File: config.mk
export PLATFORM = sky130hd
export DESIGN_NAME = pb_size_detector
export DESIGN_NICKNAME = d
export VERILOG_FILES = /design/src/rtl/pb_size_detector.sv
export SDC_FILE = /design/constraint.sdc
export NUM_CORES = 1
export LEC_CHECK = 0
export ABC_AREA = 0
export CAP_MARGIN = 20
export CORE_ASPECT_RATIO = 0.7
export CORE_MARGIN = 2
export CORE_UTILIZATION = 51
export CTS_BUF_LIST = sky130_fd_sc_hd__clkbuf_4
export DETAILED_ROUTE_END_ITERATION = 7
export PLACE_DENSITY_LB_ADDON = 0.1
export SKIP_CTS_REPAIR_TIMING = 1
export SYNTH_ARGS = -nofsm -noshare
export SYNTH_HDL_FRONTEND = slang
export SYNTH_SLANG_ARGS = --single-unit
File: constraint.sdc
create_clock -name clk -period 1.9 [get_ports clk]
set_input_delay 0.285 -clock clk [delete_from_list [all_inputs] [get_ports clk]]
set_output_delay 0.285 -clock clk [all_outputs]
set_load 0.005 [all_outputs]
File: src/rtl/pb_size_detector.sv
// Counts bits of one PB on a valid/ready/last stream and classifies its length.
// Optional idle watchdog aborts partial PBs when PB_TIMEOUT_EN is defined.
module pb_size_detector #(
   parameter int BEAT_BITS   = 1,
   parameter int CNT_W       = 13,
   parameter int TIMEOUT_CYC = 1024
) (
   input  logic             clk,
   input  logic             rst,
   input  logic             in_valid,
   input  logic             in_last,
   output logic             in_ready,
   output logic             out_valid,
   input  logic             out_ready,
   output logic [1:0]       pb_size,
   output logic [CNT_W-1:0] len_l,
   output logic             len_err,
   output logic             timeout
);

   typedef enum logic {COUNT, RESULT} state_t;

   localparam logic [CNT_W:0] MAX = {1'b0, {CNT_W{1'b1}}};

   state_t           state;
   logic [CNT_W-1:0] cnt;
   logic [CNT_W-1:0] fin;
   logic [CNT_W:0]   sum;
   logic             accept;
   logic             sat;
   logic [1:0]       size;

   assign accept = in_valid & in_ready;
   assign sum    = {1'b0, cnt} + (CNT_W+1)'(BEAT_BITS);
   assign sat    = (sum >= MAX);
   assign fin    = sat ? MAX[CNT_W-1:0] : sum[CNT_W-1:0];

   // A saturated count can never match a legal length, so it lands on 3.
   always_comb begin
      size = 2'd3;
      if (!sat) begin
         if (32'(fin) == 32'd64)        size = 2'd0;
         else if (32'(fin) == 32'd544)  size = 2'd1;
         else if (32'(fin) == 32'd2080) size = 2'd2;
      end
   end

`ifdef PB_TIMEOUT_EN
   localparam int IW = $clog2(TIMEOUT_CYC + 1);
   logic [IW-1:0] idle;
`endif

   always_ff @(posedge clk) begin
      if (rst) begin
         state     <= COUNT;
         cnt       <= '0;
         in_ready  <= 1'b1;
         out_valid <= 1'b0;
         pb_size   <= 2'd3;
         len_l     <= '0;
         len_err   <= 1'b0;
         timeout   <= 1'b0;
`ifdef PB_TIMEOUT_EN
         idle      <= '0;
`endif
      end else begin
         unique case (state)
            COUNT: begin
               if (accept) begin
`ifdef PB_TIMEOUT_EN
                  idle <= '0;
`endif
                  if (in_last) begin
                     len_l     <= fin;
                     pb_size   <= size;
                     len_err   <= (size == 2'd3);
                     timeout   <= 1'b0;
                     cnt       <= '0;
                     state     <= RESULT;
                     in_ready  <= 1'b0;
                     out_valid <= 1'b1;
                  end else begin
                     cnt <= fin;
                  end
               end
`ifdef PB_TIMEOUT_EN
               else if (cnt != '0) begin
                  if (idle == IW'(TIMEOUT_CYC - 1)) begin
                     idle      <= '0;
                     len_l     <= cnt;
                     pb_size   <= 2'd3;
                     len_err   <= 1'b1;
                     timeout   <= 1'b1;
                     cnt       <= '0;
                     state     <= RESULT;
                     in_ready  <= 1'b0;
                     out_valid <= 1'b1;
                  end else begin
                     idle <= idle + 1'b1;
                  end
               end
`endif
            end
            RESULT: begin
               if (out_ready) begin
                  state     <= COUNT;
                  in_ready  <= 1'b1;
                  out_valid <= 1'b0;
               end
            end
            default: state <= COUNT;
         endcase
      end
   end

endmodule

==> summary.md, run 1 <==
| Metric | Value |
|---|---|
| Run status | finished with violations |
| Failing checks | setup timing |
| CP required | 2130 ps |
| Setup repair after global routing missed its margin | yes |
| Critical Path Sink Type | flop |
| Highest-delay cell along the critical path | dfxtp_2 |
| # port buffers | 22 |
| Routed vias/inst | 5.88 |
| Share of the synthesized area in the top cell type | 0.344 |
| Design area | 2980 um2 |
| Syn_nets | 245 |
| Share of cells above drive strength 1 | 0.405 |
| DRC violations left | 0 |
| Synth unique cells | 47 |
| Fin. Hold Viols | 0 |
| CTS tree | done |
| Seq/Total Area, Yosys | 0.344 |
| Fin worst setup slack | -253 ps |
| Crit Path Class | flop to flop |
| Critical Path Stages | 8 |
| Drt first pass iters | 4 |
| Num CTS Buffers | 5 |
| Hold path depth | 2 |
| Critical path's largest stage delay | 370 ps |
| RD Place Congestion | 0.891 |
| PD cells | 445 nW/um2 |
| Max-slew violations | 0 |
| Initial antenna violation count | 0 |
| Hold_ws | 463 ps |
| Max_cap viols | 0 |
| Longest Clk Path Bufs | 2 |
| CP Data Arrival Time | 2390 ps |
| Gate Count Post-Synth | 238 |
| Worst Hold End | len_l[5]$_SDFFE_PP0P_ |
| Clock sinks | 32 |
| Final worst-path cycle share | 1.13 |
| H-tree depth | 2 |
| Overall routed net length | 6.25 mm |
| Detailed Place HPWL | 3.83 mm |
| Post-DP Area | 2530 um2 |
| Die Ht | 54.6 um |
| Avg Inst Size Synth | 7.83 um2 |
| IO Count | 24 |
| Post-Synthesis Cell Area | 1860 um2 |
| Rows | 18 |
| Leakage | 1.25 nW |
| Worst skew pair latency | 340 ps |
| Flops & latches, synth | 32 |
| Number of DRC markers in iteration 0 | 118 |
| # setup viols final | 14 |
| Largest area contributor in the netlist | dfxtp_1 |
| CP cell instances | nand4_4 -> buf_12 -> nor4_4 -> xnor2_2 -> buf_4 -> o41ai_4 -> nor2_2 -> a311oi_1 |
| DRT antenna net count | 0 |
| Worst Min Path Start | len_l[5]$_SDFFE_PP0P_ |
| Avg WL per Cell | 17.3 um |
| Worst Skew | 8.24 ps |
| Die Width | 76.3 um |
| CTS root buffer | clkbuf_4 |
| Synth Warn # | 0 |
| Worst-path clk slew | 90 ps |
| Core area | 3510 um2 |
| Gr ovfl total | 0 |
| Max Fclk | 464 MHz |
| R2r setup slk | -250 ps |
| Setup crit start kind | flop |
| Starting density of the core | 0.531 |
| Synth area leaders | dfxtp_1 34%, nor2_1 6.2%, nand2_1 5.2% |
| R2R Path Start | cnt[3]$_SDFFE_PP0P_ |
| Antenna Cells | 0 |
| First-pass GRT wire length | 8.42 mm |
| Vias | 2122 |
| Post-synth EDFFs | 0 |
| Top delay family on crit path | compound AO/OA/AOI/OAI gates |
| Fill cells | 200 |
| Pin count of the biggest net entering global routing | 32 |
| Buf+Inv Stages, Crit Path | 2 |
| Critical-path maximum fanout | 7 |
| Vias in the first global route | 1797 |
| Die Footprint | 4160 um2 |
| Ys flop type | dfxtp_1 |
| GR Util All Layers | 0.262 |
| FF-to-FF End | cnt[6]$_SDFFE_PP0P_ |
| Asr flop ratio synth | 0 |
| Hold Path Class | flop to flop |
| Layout Nets | 318 |
| Minimum clock period | 2150 ps |
| Layout area overhead | 59.6% |
| Worst reg2reg path depth | 8 |
| Peak supply drop | 0.508 mV |
[stage by stage]
stage | util | TNS [ps] | cells | power [mW] | worst slack (ps)
6_report | 0.847 | -2220 | 361 | 1.33 | -253
5_1_grt | 0.847 | -3840 | 361 | 1.39 | -352
4_1_cts | 0.734 | -3090 | 349 | 1.30 | -286
3_5_place_dp | 0.721 | -2450 | 342 | 0.954 | -259
3_3_place_gp | 0.721 | -1670 | 342 | 0.949 | -214
2_1_floorplan | - | -29.8 | 238 | 0.831 | -18.5
[cells in the mapped netlist, drive strengths merged (2+ instances only)]
cell	instances
a21oi	18
a22oi	5
a311oi	3
a31oi	4
and2	2
buf	12
clkbuf	12
dfxtp	32
ha	2
inv	6
nand2	26
nand2b	3
nand3	8
nand3b	2
nand4	3
nand4b	3
nor2	31
nor3	16
nor3b	2
nor4	8
o21ai	3
o22ai	5
o31ai	3
o41ai	2
xnor2	8
xor2	5
[placed cells by master, fill, tap and decap left out, types with 3 or more instances in the layout]
cell type / n
a21oi_1: 17
o22ai_1: 5
nor3_1: 9
nand2b_1: 3
buf_6: 7
xnor2_2: 3
clkbuf_4: 5
dfxtp_4: 3
a31oi_1: 4
nor4_2: 3
nor2_1: 28
dfxtp_2: 6
xor2_1: 4
inv_1: 4
nand4b_1: 3
clkdlybuf4s50_1: 22
dfxtp_1: 23
a311oi_1: 3
nand3_1: 5
nor4_4: 5
xnor2_1: 5
nor3_2: 5
a22oi_1: 5
nand2_1: 25
buf_4: 59
o21ai_1: 3
[worst max-delay path by stage]
stage,start,endpoint,slack [ps]
after global placement,cnt[0]$_SDFFE_PP0P_,cnt[6]$_SDFFE_PP0P_,-210
after floorplan,cnt[3]$_SDFFE_PP0P_,cnt[0]$_SDFFE_PP0P_,-20
final,cnt[3]$_SDFFE_PP0P_,cnt[6]$_SDFFE_PP0P_,-250
after global routing,cnt[1]$_SDFFE_PP0P_,cnt[6]$_SDFFE_PP0P_,-350
after CTS,cnt[0]$_SDFFE_PP0P_,cnt[6]$_SDFFE_PP0P_,-290
after detailed placement,cnt[0]$_SDFFE_PP0P_,cnt[6]$_SDFFE_PP0P_,-260
[worst register-to-register path: stages, from the launching register on]
cell and delay, ps:
dfxtp_2 370, nand4_4 130, buf_12 170, nor4_4 360, xnor2_2 140, buf_4 160
o41ai_4 350, nor2_2 90, a311oi_1 280
[kinds of logic after synthesis]
group,Yosys count,synth area share
AND/OR/NAND/NOR,108,0.305
AO/OA/AOI/OAI,51,0.191
other,1,0.00201
flip-flops,32,0.344
XOR/XNOR,13,0.0611
buffers and inverters,30,0.0792
adder cells (fa/ha/maj),2,0.0134
multiplexers,1,0.00537
[flip-flops by register name (all words and copies together) (netlist names)]
register   flops
cnt           13
in_ready       1
len_err        1
len_l         13
out_valid      1
pb_size        2
state          1
[layout make-up]
class / instances / area (um2) / area share
timing repair buffer: 90 / 782 / 0.263
multi-input combinational: 176 / 1400 / 0.472
clock inverter: 2 / 7.51 / 0.00252
inverter: 6 / 22.5 / 0.00757
sequential: 32 / 659 / 0.222
clock buffer: 5 / 37.5 / 0.0126
tap: 50 / 62.6 / 0.0210
[routing by layer]
layer | part of all wire | track usage | wire length, um
met1 | 0.42 | 0.323 | 2610
met2 | 0.50 | 0.465 | 3090
met3 | 0.063 | 0.0660 | 394
met4 | 0.024 | 0.0879 | 149
met5 | 0 | 0 | 0
[report_power, final]
group          total, mW  switching, mW  internal [mW]
sequential         0.715         0.0195          0.696
combinational      0.255          0.128          0.127
clock              0.355          0.226          0.129
No activity file was read; power rests on OpenSTA's default activity.
==> inputs of run 2 (changes only) <==
CORE_UTILIZATION = 55   (was 51)
DONT_BUFFER_PORTS = 1   (was unset)
==> run 2 against run 1 <==
The flow still finishes with violations (setup timing); final cell count down 8.3%; worst hold slack worse by 460 ps; sequential share of layout area up 2.1 points; largest cell class unchanged; first-iteration DRC count up 2.5%; flip-flop and latch count unchanged; combinational power down 27%; via count down 1.8%; utilization up 0.22 points; clock skew down 2.9 ps.
==> summary.md, run 2 (synthesis gave the netlist of run 1 again) <==
| Metric | Value |
|---|---|
| Share of cells above drive strength 1 | 0.430 |
| PD cells | 532 nW/um2 |
| Total Power | 1.44 mW |
| Clock power frac | 0.370 |
| Vias | 2084 |
| Switching power | 0.375 mW |
| Peak supply drop | 0.533 mV |
| Met3 Use GR | 0.0731 |
| DRC violations left | 0 |
| GRT met2 Usage | 0.479 |
| Layout Nets | 299 |
| Num CTS Buffers | 5 |
| Critical path's largest stage delay | 430 ps |
| Worst skew pair latency | 340 ps |
| Switch share | 0.260 |
| Gr ovfl total | 0 |
| Most used routing layer | met2 |
| Leakage | 1.11 nW |
| Initial antenna violation count | 0 |
| Worst Skew | 5.37 ps |
| CP cell instances | ha_4 -> buf_6 -> nand3_2 -> nor4_4 -> a21boi_1 -> or3_4 -> nor4_2 -> o21ai_1 |
| CP Data Arrival Time | 2460 ps |
| Drt first pass iters | 4 |
| Failing checks | setup timing |
| Vias in the first global route | 1927 |
| Critical Path Sink Type | flop |
| Rows | 17 |
| Layout area overhead | 45.3% |
| Crit Path Class | flop to flop |
| Highest-delay cell along the critical path | or3_4 |
| CTS tree | done |
| Seq pwr share | 0.500 |
| Most frequent cells in the layout | 61 x buf_4, 29 x nor2_1, 25 x dfxtp_1 |
| Overall routed net length | 6.16 mm |
| Setup repair after global routing missed its margin | yes |
| Hold Path Class | input pin to flop |
| Number of DRC markers in iteration 0 | 121 |
| Critical-path maximum fanout | 6 |
| Avg WL per Cell | 18.6 um |
| Die Width | 73.6 um |
| Commonest non-fill, non-tap cell in the layout | buf_4 |
| Die Footprint | 3880 um2 |
| Regs by FF count | cnt (13), len_l (13), pb_size (2) |
| Minimum clock period | 2240 ps |
| Starting density of the core | 0.584 |
| Setup crit start kind | flop |
| Met1 usage | 0.380 |
| Max_cap viols | 0 |
| RD Place Congestion | 0.894 |
| H-tree depth | 2 |
| GR Util All Layers | 0.299 |
| Routed vias/inst | 6.30 |
| Core area | 3190 um2 |
| CTS root buffer | clkbuf_4 |
| Pin count of the biggest net entering global routing | 33 |
| Final worst-path cycle share | 1.18 |
| First-pass GRT wire length | 8.66 mm |
| Longest Clk Path Bufs | 2 |
| Worst slew pin tran | 794 ps |
| Clock sinks | 32 |
| Comb power frac | 0.130 |
| Max Fclk | 446 MHz |
| Detailed Place HPWL | 3.98 mm |
| Max-slew violations | 0 |
| # port buffers | 0 |
| Dpl ws | -331 ps |
| CP required | 2120 ps |
| Fin worst setup slack | -341 ps |
| # setup viols final | 16 |
| DRT antenna net count | 0 |
| Top delay family on crit path | simple AND/OR/NAND/NOR gates |
| Antenna Cells | 0 |
| Pint | 1.07 mW |
| Max_slew headroom | 0.469 |
| Buf+Inv Stages, Crit Path | 1 |
| Worst-path clk slew | 100 ps |
| IO Count | 24 |
| Die Ht | 52.7 um |
| Run status | finished with violations |
| Fill cells | 169 |
| Fin. Hold Viols | 0 |
==> run 2: cell count changes in the layout (fill, tap and decap cells not counted), moves of 3 or more <==
cell	previous run	this run
a21oi_2	0	5
clkdlybuf4s50_1	22	0
a21oi_1	17	13
nand2_2	0	3
==> run 2: power by group through the flow <==
stage | sequential [mW] | combinational (mW) | clock (mW)
6_report | 0.720 | 0.187 | 0.534
2_1_floorplan | 0.731 | 0.100 | 0
3_5_place_dp | 0.738 | 0.145 | 0
5_1_grt | 0.725 | 0.199 | 0.570
3_3_place_gp | 0.737 | 0.138 | 0
4_1_cts | 0.723 | 0.146 | 0.536
==> run 2: routing by layer <==
metal,part of all wire,vias to the layer above
met4,0.031,0
met5,0,-
met3,0.080,27
met2,0.48,122
met1,0.41,986
li1,-,949
==> run 2: metrics by stage <==
| stage | TNS (ps) | std cells | instance area, um2 | utilization | hold slack (ps) |
|---|---|---|---|---|---|
| after CTS | -3370 | 318 | 2380 | 0.746 | -15.4 |
| after floorplan | -29.8 | 238 | 1970 | - | 361 |
| final | -2150 | 331 | 2710 | 0.849 | 1.82 |
| after global placement | -1300 | 310 | 2300 | 0.721 | 354 |
| after global routing | -3950 | 331 | 2710 | 0.849 | -2.95 |
| after detailed placement | -2660 | 310 | 2300 | 0.721 | 352 |
==> run 2: path summary, 6_finish.rpt <==
check | start | endpoint | slack, ps | cells past startpoint
hold reg to reg | len_l[12]$_SDFFE_PP0P_ | len_l[12]$_SDFFE_PP0P_ | 490 | 2
setup reg to reg | cnt[0]$_SDFFE_PP0P_ | pb_size[1]$_SDFFE_PP1P_ | -340 | 8
setup / recovery | cnt[0]$_SDFFE_PP0P_ | pb_size[1]$_SDFFE_PP1P_ | -340 | 8
hold / removal | rst | len_l[2]$_SDFFE_PP0P_ | 2 | 1
==> run 2: cell type report <==
class	count	area (um2)	share of cell area
multi-input cells	176	1330	0.492
flip-flops and latches	32	657	0.242
repair buffers	71	568	0.210
well taps	38	47.5	0.0176
clock buffers	6	45.0	0.0166
clock inverters	2	35.0	0.0129
inverters	6	22.5	0.00831
==> inputs of run 3 (changes only) <==
SETUP_SLACK_MARGIN = 0.02   (was unset)
==> run 3 against run 2 <==
The run still ends with setup timing left; die area unchanged; clock power about the same; first-iteration DRC count rose by 26%; routed wire length rose by 3.9%; sequential share of layout area decreased by 0.49 points; via count about the same; register-to-register slack hardly changed; worst setup slack improved by 7.4 ps; largest cell class unchanged; highest routed layer unchanged.
==> summary.md, run 3 (synthesis gave the netlist of run 1 again) <==
| Metric | Value |
|---|---|
| Run status | finished with violations |
| Failing checks | setup timing |
| DRC violations left | 0 |
| Placed instance count | 310 |
| RD Place Congestion | 0.894 |
| Layout Nets | 302 |
| Antenna Cells | 0 |
| # setup viols final | 20 |
| GR Util All Layers | 0.299 |
| Drt first pass iters | 4 |
| Avg WL per Cell | 19.2 um |
| Worst slew pin tran | 824 ps |
| Setup_tns | -2340 ps |
| PD cells | 524 nW/um2 |
| Crit Path Class | flop to flop |
| Max Fclk | 448 MHz |
| Most frequent cells in the layout | 61 x buf_4, 29 x nor2_1, 25 x dfxtp_1 |
| Rows | 17 |
| Core area | 3190 um2 |
| Die Width | 73.6 um |
| Leakage | 1.13 nW |
| Critical Path Sink Type | flop |
| Area of the multi-input gates | 1360 um2 |
| Final worst-path cycle share | 1.18 |
| Minimum clock period | 2230 ps |
| Worst-path clk slew | 100 ps |
| Total Power | 1.45 mW |
| CP required | 2120 ps |
| Setup crit start kind | flop |
| Fin. Hold Viols | 0 |
| Critical-path maximum fanout | 6 |
| First-pass GRT wire length | 8.66 mm |
| Share of cells above drive strength 1 | 0.443 |
| Num CTS Buffers | 5 |
| Gr ovfl total | 0 |
| Max_cap viols | 0 |
| Die Ht | 52.7 um |
| Worst Skew | 8.17 ps |
| Fill cells | 163 |
| Longest Clk Path Bufs | 2 |
| Routed vias/inst | 6.25 |
| Detailed Place HPWL | 3.98 mm |
| Post-DP Area | 2300 um2 |
| Starting density of the core | 0.584 |
| Fin worst setup slack | -334 ps |
| Post-Layout Cell Count | 334 |
| Commonest non-fill, non-tap cell in the layout | buf_4 |
| Hold Path Class | input pin to flop |
| R2r setup slk | -330 ps |
| H-tree depth | 2 |
| Worst skew pair latency | 340 ps |
| Setup repair after global routing missed its margin | yes |
| DRT antenna net count | 0 |
| Max-slew violations | 0 |
| Vias in the first global route | 1927 |
| CP Data Arrival Time | 2450 ps |
| Reg area | 657 um2 |
| IO Count | 24 |
| Initial antenna violation count | 0 |
| Die Footprint | 3880 um2 |
| CTS tree | done |
| Hold_ws | 4.57 ps |
| Clock sinks | 32 |
| Number of DRC markers in iteration 0 | 153 |
| Vias | 2086 |
| Peak supply drop | 0.525 mV |
| Pin count of the biggest net entering global routing | 33 |
| CTS root buffer | clkbuf_4 |
| # port buffers | 0 |
| Layout area overhead | 48.3% |
| Regs by FF count | cnt (13), len_l (13), pb_size (2) |
| Max_slew headroom | 0.449 |
| Overall routed net length | 6.40 mm |
| Design area | 2770 um2 |
[run 3: where the power goes]
group          leakage (nW)  switching, mW  internal, mW
sequential            0.265         0.0246         0.696
combinational         0.823          0.111        0.0850
clock                0.0456          0.242         0.290
[run 3: metal layers]
metal | global-route usage | vias up | share of wire
met5 | 0 | - | 0
met4 | 0.133 | 0 | 0.039
met3 | 0.0731 | 32 | 0.094
met2 | 0.479 | 108 | 0.47
met1 | 0.380 | 991 | 0.40
li1 | - | 955 | -
[run 3: final timing paths]
path | startpoint | to | cells past startpoint
setup / recovery | cnt[0]$_SDFFE_PP0P_ | pb_size[1]$_SDFFE_PP1P_ | 8
hold / removal | rst | cnt[10]$_SDFFE_PP0P_ | 1
setup reg to reg | cnt[0]$_SDFFE_PP0P_ | pb_size[1]$_SDFFE_PP1P_ | 8
hold reg to reg | len_l[12]$_SDFFE_PP0P_ | len_l[12]$_SDFFE_PP0P_ | 2
[run 3: layout make-up]
class | instances | area share
flip-flops and latches | 32 | 0.238
multi-input cells | 176 | 0.491
clock inverters | 2 | 0.0127
clock buffers | 6 | 0.0163
inverters | 6 | 0.00814
repair buffers | 74 | 0.217
well taps | 38 | 0.0172
[run 3: through the flow]
stage	setup slack, ps	utilization
after floorplan	-18.5	-
after global placement	-257	0.721
after detailed placement	-331	0.721
after global routing	-425	0.867
final	-334	0.867
after CTS	-355	0.746
[run 3: worst max-delay path, cell delays in order, from the launching register on]
cell and delay (ps):
dfxtp_4 400, ha_4 210, buf_6 130, nand3_2 120, nor4_4 300, a21boi_1 140
or3_4 430, nor4_2 220, o21ai_1 140
